**src/rtl/bridge_pkg.sv**
```systemverilog
// Shared definitions for the ASCII hex command-line receive bridge:
// FSM state encoding, framing characters and hex-digit decoding helpers.
package bridge_pkg;

    typedef enum logic [1:0] {
        IDLE,
        ACQUIRE,
        TRANSMIT,
        ERROR
    } state_t;

    localparam logic [7:0] CHAR_M  = 8'h4D;
    localparam logic [7:0] CHAR_CR = 8'h0D;
    localparam logic [7:0] CHAR_LF = 8'h0A;

    function automatic logic is_hex(input logic [7:0] b);
        return (b >= 8'h30 && b <= 8'h39) ||
               (b >= 8'h41 && b <= 8'h46) ||
               (b >= 8'h61 && b <= 8'h66);
    endfunction

    // Upper and lower case letters share their low nibble, so one offset covers both.
    function automatic logic [3:0] hex_to_nibble(input logic [7:0] b);
        if (b >= 8'h30 && b <= 8'h39)
            return b[3:0];
        else
            return b[3:0] + 4'd9;
    endfunction

endpackage

```
**src/rtl/bridge_rx.sv**
```systemverilog
// Parses 'M'-prefixed hex command lines from the UART receiver and issues
// one read or write request per well-formed line on the internal request bus.
module bridge_rx
    import bridge_pkg::*;
#(
    parameter int ADDR_WIDTH = 16,
    parameter int DATA_WIDTH = 16
) (
    input  logic                  clk,
    input  logic                  rst,
    input  logic [7:0]            axiid,
    input  logic                  axiiv,
    output logic [ADDR_WIDTH-1:0] req_addr,
    output logic [DATA_WIDTH-1:0] req_data,
    output logic                  req_rw,
    output logic                  req_valid,
    input  logic                  req_ready
);

    localparam int NA    = ADDR_WIDTH / 4;
    localparam int ND    = DATA_WIDTH / 4;
    localparam int CNT_W = $clog2(NA + ND + 1);

    localparam logic [CNT_W-1:0] NA_CNT   = CNT_W'(NA);
    localparam logic [CNT_W-1:0] FULL_CNT = CNT_W'(NA + ND);

    state_t                state;
    state_t                state_next;
    logic [CNT_W-1:0]      bytes_received;
    logic [CNT_W-1:0]      bytes_next;
    logic [ADDR_WIDTH-1:0] addr_next;
    logic [DATA_WIDTH-1:0] data_next;
    logic                  rw_next;
    logic                  valid_next;

    logic       is_term;
    logic       is_digit;
    logic [3:0] nibble;

    assign is_term  = (axiid == CHAR_CR) || (axiid == CHAR_LF);
    assign is_digit = is_hex(axiid);
    assign nibble   = hex_to_nibble(axiid);

    always_ff @(posedge clk or negedge rst) begin
        if (!rst) begin
            state          <= IDLE;
            bytes_received <= '0;
            req_addr       <= '0;
            req_data       <= '0;
            req_rw         <= 1'b0;
            req_valid      <= 1'b0;
        end else begin
            state          <= state_next;
            bytes_received <= bytes_next;
            req_addr       <= addr_next;
            req_data       <= data_next;
            req_rw         <= rw_next;
            req_valid      <= valid_next;
        end
    end

    // Address and data fields are never cleared on a new line; they only shift as digits arrive.
    always_comb begin
        state_next = state;
        bytes_next = bytes_received;
        addr_next  = req_addr;
        data_next  = req_data;
        rw_next    = req_rw;
        valid_next = req_valid;

        unique case (state)
            IDLE: begin
                valid_next = 1'b0;
                if (axiiv && axiid == CHAR_M) begin
                    state_next = ACQUIRE;
                    bytes_next = '0;
                end
            end

            ACQUIRE: begin
                if (axiiv) begin
                    if (is_digit) begin
                        if (bytes_received < NA_CNT) begin
                            addr_next  = {req_addr[ADDR_WIDTH-5:0], nibble};
                            bytes_next = bytes_received + 1'b1;
                        end else if (bytes_received < FULL_CNT) begin
                            data_next  = {req_data[DATA_WIDTH-5:0], nibble};
                            bytes_next = bytes_received + 1'b1;
                        end else begin
                            state_next = ERROR;
                        end
                    end else if (is_term) begin
                        if (bytes_received == NA_CNT) begin
                            rw_next    = 1'b0;
                            valid_next = 1'b1;
                            state_next = TRANSMIT;
                        end else if (bytes_received == FULL_CNT) begin
                            rw_next    = 1'b1;
                            valid_next = 1'b1;
                            state_next = TRANSMIT;
                        end else begin
                            state_next = ERROR;
                        end
                    end else begin
                        state_next = ERROR;
                    end
                end
            end

            TRANSMIT: begin
                valid_next = 1'b1;
                if (req_ready) begin
                    valid_next = 1'b0;
                    state_next = IDLE;
                end
            end

            ERROR: begin
                valid_next = 1'b0;
                if (axiiv && axiid == CHAR_M) begin
                    state_next = ACQUIRE;
                    bytes_next = '0;
                end
            end

            default: begin
                state_next = IDLE;
                valid_next = 1'b0;
            end
        endcase
    end

endmodule

```
**config.mk**
```make
export PLATFORM = sky130hd
export DESIGN_NAME = bridge_rx
export DESIGN_NICKNAME = d
export VERILOG_FILES = /design/src/rtl/bridge_pkg.sv /design/src/rtl/bridge_rx.sv
export SDC_FILE = /design/constraint.sdc
export NUM_CORES = 1
export LEC_CHECK = 0
export CORE_MARGIN = 8
export CORE_UTILIZATION = 43
export DETAILED_ROUTE_END_ITERATION = 7
export GPL_ROUTABILITY_DRIVEN = 1
export PLACE_DENSITY = 0.79
export SLEW_MARGIN = 20
export SYNTH_ARGS = -nofsm -noshare
export SYNTH_HDL_FRONTEND = slang
export SYNTH_SLANG_ARGS = --single-unit
```
**constraint.sdc**
```tcl
create_clock -name clk -period 6.11 [get_ports clk]
set_clock_uncertainty 0.15 [all_clocks]
set_input_delay 0.611 -clock clk [delete_from_list [all_inputs] [get_ports clk]]
set_output_delay 0.611 -clock clk [all_outputs]
set_load 0.02 [all_outputs]
```
==> run summary <==
The run finished with clean final reports. VDD sags by at most 0.219 mV. The via density per instance is 5.37, and the number of optimization iterations in the first detailed-route pass is 4.

Counting the buffers created by CTS gives 5. The number of buffer and inverter instances along the worst setup path is 3. Data on the critical path arrives at its endpoint at 3.71 ns. Of the available clock period, the critical path in the final layout requires 60.5%.

By count the netlist is led by sky130_fd_sc_hd__dfrtp_1, sky130_fd_sc_hd__mux2_2, sky130_fd_sc_hd__inv_1, sky130_fd_sc_hd__mux2_4, sky130_fd_sc_hd__nand2_1. The run gives 4690 um2 as the area of the core region. The total global-route track usage was 11.6%.

The clock network is responsible for 19.9% of the overall power. For this design, the slowest cell found on the critical path is sky130_fd_sc_hd__a211oi_2. Of the total synthesized cell area, the portion taken by AND, OR, NAND and NOR gates is 11.7%. During placement, the flow inserted port buffers numbering 45. For this run, design rule violations remaining after detail routing come to 0. Die footprint: 7340 um2.

The kind of cell with the highest combined delay along the critical path is compound AO/OA/AOI/OAI gates. The most common cell in the synthesized netlist is sky130_fd_sc_hd__dfrtp_1. The synthesized design spends more area on one cell type than any other, namely sky130_fd_sc_hd__dfrtp_1. The synthesized design contains 0 enable-type register cells. The predominant post-synthesis flop cell is sky130_fd_sc_hd__dfrtp_1. Final core utilization: 56.6%. Yosys mapped the design onto 37 distinct sky130hd cell types.

The share of cells above drive strength 1 works out to 23.9%. Clock-pin slew was measured on the worst setup and hold paths at 0.07 ns. The synthesized area was 2090 um2.

The number of endpoints with negative hold slack in the final report was 0; the average routed wire per standard cell was 15.5 um. The maximum level of the CTS H-tree came out at 2. Yosys printed 0 warnings. At the worst endpoint, the required time is 6.13 ns.

Leaving out filler cells and counting taps, the final layout contains 263. The run gives 302 uW as the net switching power. Buffers inserted to repair hold after CTS numbered 0.

The synthesized netlist devotes 1.68% of its cell area to XOR and XNOR gates. Headroom to the max-slew limit came out at 34.5%. For this run the aggregate overflow at the end of global routing stands at 0. TritonCTS built the clock tree. Critical path capture point type: a flip-flop. The detail route stage leaves a number of antenna-violating nets equal to 0. The switching power share of the total works out to 36.0%. The tree is rooted in a sky130_fd_sc_hd__clkbuf_8. The initial core utilization is 44.5%. Once placement completed, the tool counted placed cells totaling 255.

The internal power consumption was 538 uW; the post-synthesis share of cell area spent on full adders, half adders and majority gates was 4.80%. Setup repair after global routing left no endpoint under its margin. The routed layout has 1,412 vias. Routability-driven placement finished with a final weighted congestion of 0.792. The critical path start-end classification is input port to flip-flop. Post-synthesis register bit count: 40.

The worst hold-check path type is input port to async pin. By area the synthesized netlist is led by sky130_fd_sc_hd__dfrtp_1, sky130_fd_sc_hd__mux2_2, sky130_fd_sc_hd__mux2_4. For the number of nets in the synthesized netlist, the log shows 181. For this run, the post-layout net count is 228. The mux share of post-synthesis cell area is 21.0%.

The die width was 85.7 um; the number of max-cap violations was 0. The setup violation total in the final timing report is 0, and the sum of routed wire length over all layers is 4090 um. The run gives 0 as the number of antenna violations at the first check in global routing. The logs give 0 for the count of pins over their slew limit and 48.0% for the sequential element share of the synthesized area. The logs give 25 for the standard-cell row count and 41 for the maximum number of pins on one net before global-route repair. The iteration-0 DRC count of the detailed router is 85, and the clock sink total is 40.

The compound-cell area share of the yosys netlist is 9.05%, and the area share of the leading cell type in the synthesized netlist is 48.0%. The signed area change from the synthesized netlist to the final layout was 27.2%; the top fanout value on the critical path was 16. The largest single stage delay on the critical path is 0.77 ns.

STA classifies the critical path startpoint as an input port. The share of total power in sequential cells came out at 41.5%. Global-route wire length before repair: 6900 um. Pin slew with the least headroom to its limit: 0.976 ns. For this run, asynchronously set or reset flops after synthesis account for 100%. Mean instance size in the synthesized netlist: 13.0 um2. Setup total negative slack on the finished layout was measured at 0 ns. The tools report the clock latency at the later pin of the worst-skew pair as 0.28 ns.

The power density relative to cell area is 317 nW/um2, and the total chip power is 840 uW. Measured along the y axis, the die boundary spans 85.7 um. For the finished layout, the period the worst path requires is 3.69 ns.

The total half-perimeter wirelength after legalization and detailed placement came out at 3120 um. Dominant combinational cell family by area after synthesis: multiplexers. The tools report the total I/O pin count as 46. Traced cell by cell, the critical path runs through clkdlybuf4s50_1, inv_1, ha_1, nor4b_1, a211oi_1, a211oi_2, nor4_4, buf_4, mux2_4. The number of global-route vias before repair is 1,433, and the post-CTS repair timing setup buffer count is 0. The setup slack of the worst register-to-register path is 3.58 ns, and the maximum root-to-sink buffer count is 2. The worst-case hold slack is 0.289 ns, and the total inserted antenna cells is 0. For the leakage power, the log shows 0.00116 uW. The logs give 271 MHz for the timing-limited maximum frequency and 161 for the post-synthesis instance total. The count of instances resized after the clock tree is built is 0. Combinational logic is responsible for 38.6% of the overall power.
cells by family after synthesis:
group,after synthesis
and+or+nand+nor,36
buffers and inverters,16
adders and majority gates,8
xor gates and xnor gates,4
DFF,40
muxes,36
AOI/OAI and AO/OA,21
per-stage QoR:
stage	area [um2]	worst slack, ns
floorplan	2090	3.19
global placement	2570	2.18
detailed placement	2570	2.17
CTS	2650	2.46
global route	2650	2.22
finish	2650	2.42
layout make-up:
type	instances	area, um2
clock inverter	3	18.8
timing repair buffer	46	453
tap	54	67.6
sequential	40	1000
multi-input combinational	105	1010
clock buffer	5	68.8
inverter	10	37.5
fill	412	2040
layout by cell type (no fill, tap or decap), types with 2 or more instances in the layout:
cell / n
sky130_fd_sc_hd__clkdlybuf4s50_1: 44
sky130_fd_sc_hd__dfrtp_1: 40
sky130_fd_sc_hd__mux2_2: 23
sky130_fd_sc_hd__inv_1: 10
sky130_fd_sc_hd__mux2_4: 10
sky130_fd_sc_hd__nand2_1: 9
sky130_fd_sc_hd__ha_1: 8
sky130_fd_sc_hd__nand2b_1: 6
sky130_fd_sc_hd__nand3_1: 5
sky130_fd_sc_hd__clkbuf_8: 5
sky130_fd_sc_hd__o21ai_0: 4
sky130_fd_sc_hd__o211ai_1: 4
sky130_fd_sc_hd__a21oi_1: 3
sky130_fd_sc_hd__xnor2_1: 3
sky130_fd_sc_hd__mux2i_1: 3
sky130_fd_sc_hd__o21bai_1: 2
sky130_fd_sc_hd__a2111oi_4: 2
sky130_fd_sc_hd__or4_1: 2
sky130_fd_sc_hd__or3_1: 2
sky130_fd_sc_hd__nor4_4: 2
sky130_fd_sc_hd__nor4_1: 2
sky130_fd_sc_hd__clkinv_2: 2
registers in the layout, indices dropped and copies added, names as in the netlist:
| name | count |
|---|---|
| bytes_received | 4 |
| req_addr | 16 |
| req_data | 16 |
| req_rw | 1 |
| req_valid | 1 |
| state | 2 |
routing by layer:
| metal | part of all wire (%) | global-route usage, % |
|---|---|---|
| met1 | 44 | 13.9 |
| met2 | 49 | 19.1 |
| met3 | 5.8 | 4.11 |
| met4 | 0.69 | 2.87 |
| met5 | 0 | 0 |
final timing paths:
kind / startpoint / end / cells past startpoint
max: axiid[1] / req_data[15] / 9
min: rst / req_data[12] / 1
max reg2reg: state[1] / req_addr[5] / 5
min reg2reg: req_rw / req_rw / 2
max in group asynchronous: rst / state[1] / 1
min in group clk: req_rw / req_rw / 2
power by group through the flow:
stage	clock (uW)	sequential [uW]	combinational, uW
floorplan	0	384	173
global placement	0	353	320
detailed placement	0	354	326
CTS	174	349	328
global route	184	358	357
finish	167	348	325
Note: power is estimated with default switching activity, not from simulation.
